`src/rtl/run_ctrl_if.sv`:
```
// Host/core/memory signal bundle for the run_ctrl sequencer.
// slave = the sequencer itself, master = the surrounding host, core and memory.
interface run_ctrl_if #(
  parameter int AW = 8,
  parameter int DW = 8
);
  logic          in_valid;
  logic [DW-1:0] in_data;
  logic          in_last;
  logic          in_ready;
  logic          out_valid;
  logic [DW-1:0] out_data;
  logic          out_last;
  logic          out_ready;
  logic          core_start;
  logic          core_halt;
  logic          mem_own;
  logic [AW-1:0] mem_addr;
  logic [DW-1:0] mem_wdata;
  logic          mem_we;
  logic [DW-1:0] mem_rdata;
  logic          done;
  logic          timed_out;
  logic [15:0]   run_cycles;

  modport slave (
    input  in_valid, in_data, in_last, out_ready, core_halt, mem_rdata,
    output in_ready, out_valid, out_data, out_last, core_start,
           mem_own, mem_addr, mem_wdata, mem_we, done, timed_out, run_cycles
  );

  modport master (
    output in_valid, in_data, in_last, out_ready, core_halt, mem_rdata,
    input  in_ready, out_valid, out_data, out_last, core_start,
           mem_own, mem_addr, mem_wdata, mem_we, done, timed_out, run_cycles
  );
endinterface

```
`src/rtl/run_ctrl.sv`:
```
// Host-side sequencer: loads operands into data memory, runs the core until halt
// or timeout, then streams the result window back out over a valid/ready port.
module run_ctrl #(
  parameter int AW           = 8,
  parameter int DW           = 8,
  parameter int LOAD_BASE    = 0,
  parameter int RES_BASE     = 64,
  parameter int RES_LEN      = 4,
  parameter int START_CYCLES = 2,
  parameter int TIMEOUT      = 16'hFFFF
) (
  input  logic        CLK,
  input  logic        reset_n,
  run_ctrl_if.slave   bus
);
  localparam int IW = (RES_LEN > 1) ? $clog2(RES_LEN) : 1;
  localparam int SW = (START_CYCLES > 1) ? $clog2(START_CYCLES) : 1;

  typedef enum logic [2:0] {S_IDLE, S_LOAD, S_START, S_RUN, S_DUMP, S_DONE} state_e;

  state_e        state_q;
  logic          core_start_q;
  logic          mem_own_q;
  logic          out_valid_q;
  logic          out_last_q;
  logic          done_q;
  logic          timed_out_q;
  logic [15:0]   run_cycles_q;
  logic [AW-1:0] ptr_q;
  logic [IW-1:0] idx_q;
  logic [SW-1:0] start_cnt_q;

  logic          load_phase;
  logic          accept;
  logic          timeout_hit;
  logic [AW-1:0] load_ptr;

  assign load_phase  = (state_q == S_IDLE) || (state_q == S_LOAD) || (state_q == S_DONE);
  assign accept      = bus.in_valid && bus.in_ready;
  assign timeout_hit = (run_cycles_q + 16'd1) == 16'(TIMEOUT);
  // A load started from IDLE or DONE always restarts at the base address.
  assign load_ptr    = (state_q == S_LOAD) ? ptr_q : '0;

  assign bus.in_ready   = load_phase && reset_n;
  assign bus.mem_we     = accept;
  assign bus.mem_wdata  = bus.in_data;
  assign bus.mem_addr   = (state_q == S_DUMP) ? AW'(RES_BASE) + AW'(idx_q)
                                              : AW'(LOAD_BASE) + load_ptr;
  assign bus.out_valid  = out_valid_q;
  assign bus.out_last   = out_last_q;
  assign bus.out_data   = out_valid_q ? bus.mem_rdata : DW'(0);
  assign bus.core_start = core_start_q;
  assign bus.mem_own    = mem_own_q;
  assign bus.done       = done_q;
  assign bus.timed_out  = timed_out_q;
  assign bus.run_cycles = run_cycles_q;

  always_ff @(posedge CLK or negedge reset_n) begin
    if (!reset_n) begin
      state_q      <= S_IDLE;
      core_start_q <= 1'b1;
      mem_own_q    <= 1'b1;
      out_valid_q  <= 1'b0;
      out_last_q   <= 1'b0;
      done_q       <= 1'b0;
      timed_out_q  <= 1'b0;
      run_cycles_q <= '0;
      ptr_q        <= '0;
      idx_q        <= '0;
      start_cnt_q  <= '0;
    end else begin
      case (state_q)
        S_IDLE, S_LOAD, S_DONE: begin
          if (accept) begin
            ptr_q        <= load_ptr + 1'b1;
            core_start_q <= 1'b1;
            if (state_q != S_LOAD) begin
              done_q      <= 1'b0;
              timed_out_q <= 1'b0;
            end
            if (bus.in_last) begin
              state_q     <= S_START;
              mem_own_q   <= 1'b0;
              start_cnt_q <= '0;
            end else begin
              state_q <= S_LOAD;
            end
          end
        end
        S_START: begin
          if (start_cnt_q == SW'(START_CYCLES - 1)) begin
            state_q      <= S_RUN;
            core_start_q <= 1'b0;
            run_cycles_q <= '0;
          end else begin
            start_cnt_q <= start_cnt_q + 1'b1;
          end
        end
        S_RUN: begin
          // The halt cycle itself is not counted; halt wins over a coincident timeout.
          if (!bus.core_halt) begin
            run_cycles_q <= run_cycles_q + 16'd1;
            if (timeout_hit) timed_out_q <= 1'b1;
          end
          if (bus.core_halt || timeout_hit) begin
            state_q     <= S_DUMP;
            mem_own_q   <= 1'b1;
            out_valid_q <= 1'b1;
            out_last_q  <= (RES_LEN == 1);
            idx_q       <= '0;
          end
        end
        S_DUMP: begin
          if (bus.out_ready) begin
            if (out_last_q) begin
              state_q     <= S_DONE;
              out_valid_q <= 1'b0;
              out_last_q  <= 1'b0;
              done_q      <= 1'b1;
            end else begin
              idx_q      <= idx_q + 1'b1;
              out_last_q <= (idx_q + 1'b1) == IW'(RES_LEN - 1);
            end
          end
        end
        default: state_q <= S_IDLE;
      endcase
    end
  end
endmodule

```
`src/flat_wrapper.sv`:
```
// flat-port wrapper written by rule: the top's interface ports become plain ports
module run_ctrl_flat 
#(
  parameter int AW           = 8,
  parameter int DW           = 8,
  parameter int LOAD_BASE    = 0,
  parameter int RES_BASE     = 64,
  parameter int RES_LEN      = 4,
  parameter int START_CYCLES = 2,
  parameter int TIMEOUT      = 16'hFFFF
)
  (CLK, reset_n, bus_in_valid, bus_in_data, bus_in_last, bus_out_ready, bus_core_halt, bus_mem_rdata, bus_in_ready, bus_out_valid, bus_out_data, bus_out_last, bus_core_start, bus_mem_own, bus_mem_addr, bus_mem_wdata, bus_mem_we, bus_done, bus_timed_out, bus_run_cycles);
  run_ctrl_if #(.AW(AW), .DW(DW)) bus_i ();
  input  logic CLK;
  input  logic reset_n;
  input wire logic [$bits(bus_i.in_valid)-1:0] bus_in_valid;
  input wire logic [$bits(bus_i.in_data)-1:0] bus_in_data;
  input wire logic [$bits(bus_i.in_last)-1:0] bus_in_last;
  input wire logic [$bits(bus_i.out_ready)-1:0] bus_out_ready;
  input wire logic [$bits(bus_i.core_halt)-1:0] bus_core_halt;
  input wire logic [$bits(bus_i.mem_rdata)-1:0] bus_mem_rdata;
  output wire logic [$bits(bus_i.in_ready)-1:0] bus_in_ready;
  output wire logic [$bits(bus_i.out_valid)-1:0] bus_out_valid;
  output wire logic [$bits(bus_i.out_data)-1:0] bus_out_data;
  output wire logic [$bits(bus_i.out_last)-1:0] bus_out_last;
  output wire logic [$bits(bus_i.core_start)-1:0] bus_core_start;
  output wire logic [$bits(bus_i.mem_own)-1:0] bus_mem_own;
  output wire logic [$bits(bus_i.mem_addr)-1:0] bus_mem_addr;
  output wire logic [$bits(bus_i.mem_wdata)-1:0] bus_mem_wdata;
  output wire logic [$bits(bus_i.mem_we)-1:0] bus_mem_we;
  output wire logic [$bits(bus_i.done)-1:0] bus_done;
  output wire logic [$bits(bus_i.timed_out)-1:0] bus_timed_out;
  output wire logic [$bits(bus_i.run_cycles)-1:0] bus_run_cycles;
  assign bus_i.in_valid = bus_in_valid;
  assign bus_i.in_data = bus_in_data;
  assign bus_i.in_last = bus_in_last;
  assign bus_i.out_ready = bus_out_ready;
  assign bus_i.core_halt = bus_core_halt;
  assign bus_i.mem_rdata = bus_mem_rdata;
  assign bus_in_ready = bus_i.in_ready;
  assign bus_out_valid = bus_i.out_valid;
  assign bus_out_data = bus_i.out_data;
  assign bus_out_last = bus_i.out_last;
  assign bus_core_start = bus_i.core_start;
  assign bus_mem_own = bus_i.mem_own;
  assign bus_mem_addr = bus_i.mem_addr;
  assign bus_mem_wdata = bus_i.mem_wdata;
  assign bus_mem_we = bus_i.mem_we;
  assign bus_done = bus_i.done;
  assign bus_timed_out = bus_i.timed_out;
  assign bus_run_cycles = bus_i.run_cycles;
  run_ctrl #(.AW(AW), .DW(DW), .LOAD_BASE(LOAD_BASE), .RES_BASE(RES_BASE), .RES_LEN(RES_LEN), .START_CYCLES(START_CYCLES), .TIMEOUT(TIMEOUT)) u_core (.CLK(CLK), .reset_n(reset_n), .bus(bus_i));
endmodule
```
`config.mk`:
```
export PLATFORM = sky130hd
export DESIGN_NAME = run_ctrl_flat
export DESIGN_NICKNAME = d
export VERILOG_FILES = /design/src/rtl/run_ctrl_if.sv /design/src/rtl/run_ctrl.sv /design/src/flat_wrapper.sv
export SDC_FILE = /design/constraint.sdc
export NUM_CORES = 1
export LEC_CHECK = 0
export CAP_MARGIN = 10
export CORE_ASPECT_RATIO = 1.5
export CORE_UTILIZATION = 40
export CTS_BUF_LIST = sky130_fd_sc_hd__clkbuf_8
export DETAILED_ROUTE_END_ITERATION = 8
export GPL_TIMING_DRIVEN = 0
export PLACE_DENSITY = 0.75
export SLEW_MARGIN = 20
export SYNTH_ARGS = -nofsm -noshare
export SYNTH_HDL_FRONTEND = slang
export SYNTH_SLANG_ARGS = --single-unit
```
`constraint.sdc`:
```
create_clock -name CLK -period 2.73 [get_ports CLK]
set_input_delay 0.4095 -clock CLK [delete_from_list [all_inputs] [get_ports CLK]]
set_output_delay 0.4095 -clock CLK [all_outputs]
set_load 0.005 [all_outputs]
```
==> metrics list, run 1 <==
- Total global-route track usage: approximately a fifth
- HPWL after detailed placement: roughly 4.3 mm
* Antenna viol nets, final: 0
* Layout Skew: between 9 and 10 ps
- Setup slack closes at 143 ps.
- R2R setup slack: ~610 ps
- Utilization of the core after routing: between 50% and 60%
* Layout cells sized above 1: between 10 and 15%
- Post-synthesis sequential area ratio: about two fifths
- For this block, the routed nets add up to a little under 6 mm of wire.
- Sorting the synthesized cells by area gives the leading types as sky130_fd_sc_hd__dfrtp_1, sky130_fd_sc_hd__o21ai_0, sky130_fd_sc_hd__and2_1.
* CTS tree: done
- Clock tree synthesis inserted a total of 5 buffers.
- Fraction of synthesized cell area taken by the top area cell type: 36.8%
- Final worst path period share: approximately 95%
- Ranking of synthesized cells by instance count: sky130_fd_sc_hd__dfrtp_1, sky130_fd_sc_hd__o21ai_0, sky130_fd_sc_hd__nand2_1
* Initial DRT Pass Iterations: 4
- Count of port buffers added during placement: 61
* Vias after detailed routing: roughly 2,200
* Core footprint: roughly 5500 um^2
* Number of global-route vias before repair: 2,087
- The tree built by TritonCTS fans out to 36 sinks.
- Initial antenna violation count: 0
- At the later pin of the worst-skew pair, clock insertion delay measures 290 ps.
- The worst setup path is captured at a primary output.
- Crit Path Max Fanout: 10
- Post-CTS timing repair inserted 0 buffers for setup.
- For this design the ratio of total power to cell area is between 600 and 700 nW/um^2.
- Share of flip-flops with an asynchronous set or reset after synthesis: between 90% and 100%
- Area Overhead vs Synth: 35.2%
- Once placement finished, the instance area stood at approximately 3000 um^2.
* Routability-driven placement congestion ratio: 0.849
- Summed over all failing endpoints, the final setup total negative slack is 0 ps.
- Clk root buf: sky130_fd_sc_hd__clkbuf_8
* Crit path DAT: roughly 2200 ps
- Maximum clock path buffer count: 2
- Reg-to-Reg End: u_core.idx_q[0]
- Achievable clock frequency: just under 400 MHz
- Setup Viol. Count Final: 0
* Die ar.: 6090 um^2
- Number of unique standard cell types used by synthesis: 50
- Number of primary I/O pins: 70
* Post-route DRC violation count: 0
- Worst Setup Start Kind: flip-flop
- Fin crit period: between 2000 and 3000 ps
- The mapped netlist covers between 2000 and 2500 um^2.
- Dividing the synthesized area by the synthesized cell count gives 8.69 um^2.
- Floorplan die height: approximately 95 um
* Leak: approximately 1.3 nW
* Horizontal extent of the die: 64.1 um
- The total overflow left after global routing is 0.
- Clock-pin slew on the worst setup and hold paths: ~80 ps
* Yosys top cell by area: sky130_fd_sc_hd__dfrtp_1
- For the pin with the worst max-slew slack, the measured transition is 719 ps.
- Dividing the detail-routed wire length by the instance count gives ~14 um.
- The run finished with clean final reports.
- Largest voltage drop on the vdd net: 0.332 mV
- Hold_ws: between 100 and 150 ps
* Reg-to-Reg Start: u_core.bus.run_cycles[0]
* Post-synthesis net count: roughly 290
- Headroom to the max-slew limit came out at 51.6%.
- Synthesis Warnings: 0
* Post-synth EDFFs: 0
- Fill cells in the final layout number 531.
- Number of design-rule violations left by the first detailed-router iteration: 102
* Final Max Tran Viols: 0
- The final count of hold timing violations was 0.
- Flop and latch count out of synthesis: 36
- The path class of the tightest hold or removal check is in -> async.
- Data on the critical path is required at its endpoint by approximately 2300 ps.
- Most frequent cell after synthesis: sky130_fd_sc_hd__dfrtp_1
- The cell count after synthesis came out at ~270.
* Largest net degree at the start of global routing: 29
- By startpoint and endpoint, the worst setup path is classified as reg -> out.
- Post-placement setup slack: a little under 300 ps
- Vias per Instance: roughly 5.4
- Setup repair after global routing missed its margin: no
* Top FF cell, synth: sky130_fd_sc_hd__dfrtp_1
- The finished cells cover approximately 3100 um^2.
- Wire length of the first global-routing pass: ~9.6 mm
- The tool flagged a number of max-cap violations equal to 0.
* Initial Utilization: 41.8%
- Row generation in the floorplan step produced 33 rows.
- The number of cells on the worst reg-to-reg path is 6.
- The clock tree synthesis step divided the H-tree into 2 levels.
* Count of nets after finishing: ~360
* Inserted Diodes: 0
-- logic make-up (layout without fill, tap and decap cells) --
logic type,after synthesis,after routing,share of synthesized area (%)
simple gates,116,116,29.4
xor+xnor,7,7,2.65
fa+ha+maj,4,4,2.17
buf+inv,30,101,6.66
flops,36,36,39.1
compound gates,70,70,18.6
mux,3,3,1.41
-- cell type report --
class,instances,area (um^2),share of cell area (%)
multi-input cells,200,1250,40.1
repair buffers,63,636,20.3
inverters,9,33.8,1.08
clock buffers,6,82.6,2.64
clock inverters,2,7.51,0.240
flip-flops and latches,36,903,28.9
plain buffers,21,120,3.84
well taps,70,87.6,2.80
-- worst max path at each step --
stage / endpoint / slack (ps) / start / cells past startpoint
5_1_grt: bus_mem_we / 10 / u_core.state_q[2] / 5
4_1_cts: bus_mem_we / 160 / u_core.state_q[2] / 5
6_report: bus_mem_we / 140 / u_core.state_q[2] / 5
3_3_place_gp: bus_mem_we / -1080 / reset_n / 4
2_1_floorplan: u_core.idx_q[0] / 780 / u_core.bus.run_cycles[0] / 6
3_5_place_dp: bus_mem_we / 290 / reset_n / 5
-- per-layer routing --
layer  global-route usage, %  wire [um]  vias to the layer above  part of all wire, %
met1                    23.1       2420                     1045                   42
met4                    7.20         89                        0                  1.5
li1                        -          -                     1085                    -
met5                       0          0                        -                    0
met2                    37.1       3050                       60                   53
met3                    3.23        206                       11                  3.6
-- critical path: stages, from the launching register on --
cell and delay (ps):
sky130_fd_sc_hd__dfrtp_1 360, sky130_fd_sc_hd__clkbuf_1 180, sky130_fd_sc_hd__nand2b_1 240, sky130_fd_sc_hd__and4_1 320
sky130_fd_sc_hd__buf_2 260, sky130_fd_sc_hd__clkdlybuf4s50_1 530
-- where the power goes --
group	internal, mW	switching, mW
combinational	0.442	0.411
sequential	0.641	0.105
clock	0.199	0.188
total	1.28	0.704
-- state kept, by name, indices dropped and copies added (netlist names) --
register and cells:
u_core.bus.core_start 1, u_core.bus.done 1, u_core.bus.mem_own 1, u_core.bus.out_last 1
u_core.bus.out_valid 1, u_core.bus.run_cycles 16, u_core.bus.timed_out 1, u_core.idx_q 2
u_core.ptr_q 8, u_core.start_cnt_q 1, u_core.state_q 3
-- what timing repair did --
item	in CTS	in global routing
setup endpoints to repair	0	0
gates resized for setup	0	0
endpoints found under the hold margin	9	0
hold buffers	1	0
-- through the flow --
stage	cells	total power [mW]
after global placement	397	1.58
after global routing	407	2.13
after CTS	407	2.00
after floorplan	266	1.22
after detailed placement	398	1.61
final	407	1.99
-- placed cells by master (no fill, tap or decap), types with 3 or more instances in the layout --
master / n
sky130_fd_sc_hd__clkdlybuf4s50_1: 60
sky130_fd_sc_hd__dfrtp_1: 34
sky130_fd_sc_hd__o21ai_0: 32
sky130_fd_sc_hd__nand2_1: 24
sky130_fd_sc_hd__nor2_1: 20
sky130_fd_sc_hd__and2_1: 18
sky130_fd_sc_hd__nand3_1: 14
sky130_fd_sc_hd__inv_1: 11
sky130_fd_sc_hd__buf_4: 9
sky130_fd_sc_hd__a21oi_1: 9
sky130_fd_sc_hd__buf_2: 6
sky130_fd_sc_hd__clkbuf_1: 6
sky130_fd_sc_hd__a21o_1: 6
sky130_fd_sc_hd__nand4_1: 6
sky130_fd_sc_hd__clkbuf_8: 6
sky130_fd_sc_hd__nand2b_1: 5
sky130_fd_sc_hd__nor3_1: 4
sky130_fd_sc_hd__nand3b_1: 4
sky130_fd_sc_hd__o31ai_1: 4
sky130_fd_sc_hd__xnor2_1: 4
sky130_fd_sc_hd__ha_1: 4
sky130_fd_sc_hd__nor3b_1: 3
sky130_fd_sc_hd__nor4_1: 3
sky130_fd_sc_hd__a31oi_1: 3
sky130_fd_sc_hd__xor2_1: 3
(Power assumes the default switching activity.)
==> run 2: changes to the inputs <==
- CAP_MARGIN: 10 -> 20
==> results of run 2 <==
Same layout as run 1: the final DEF is identical, and so are final timing and power.
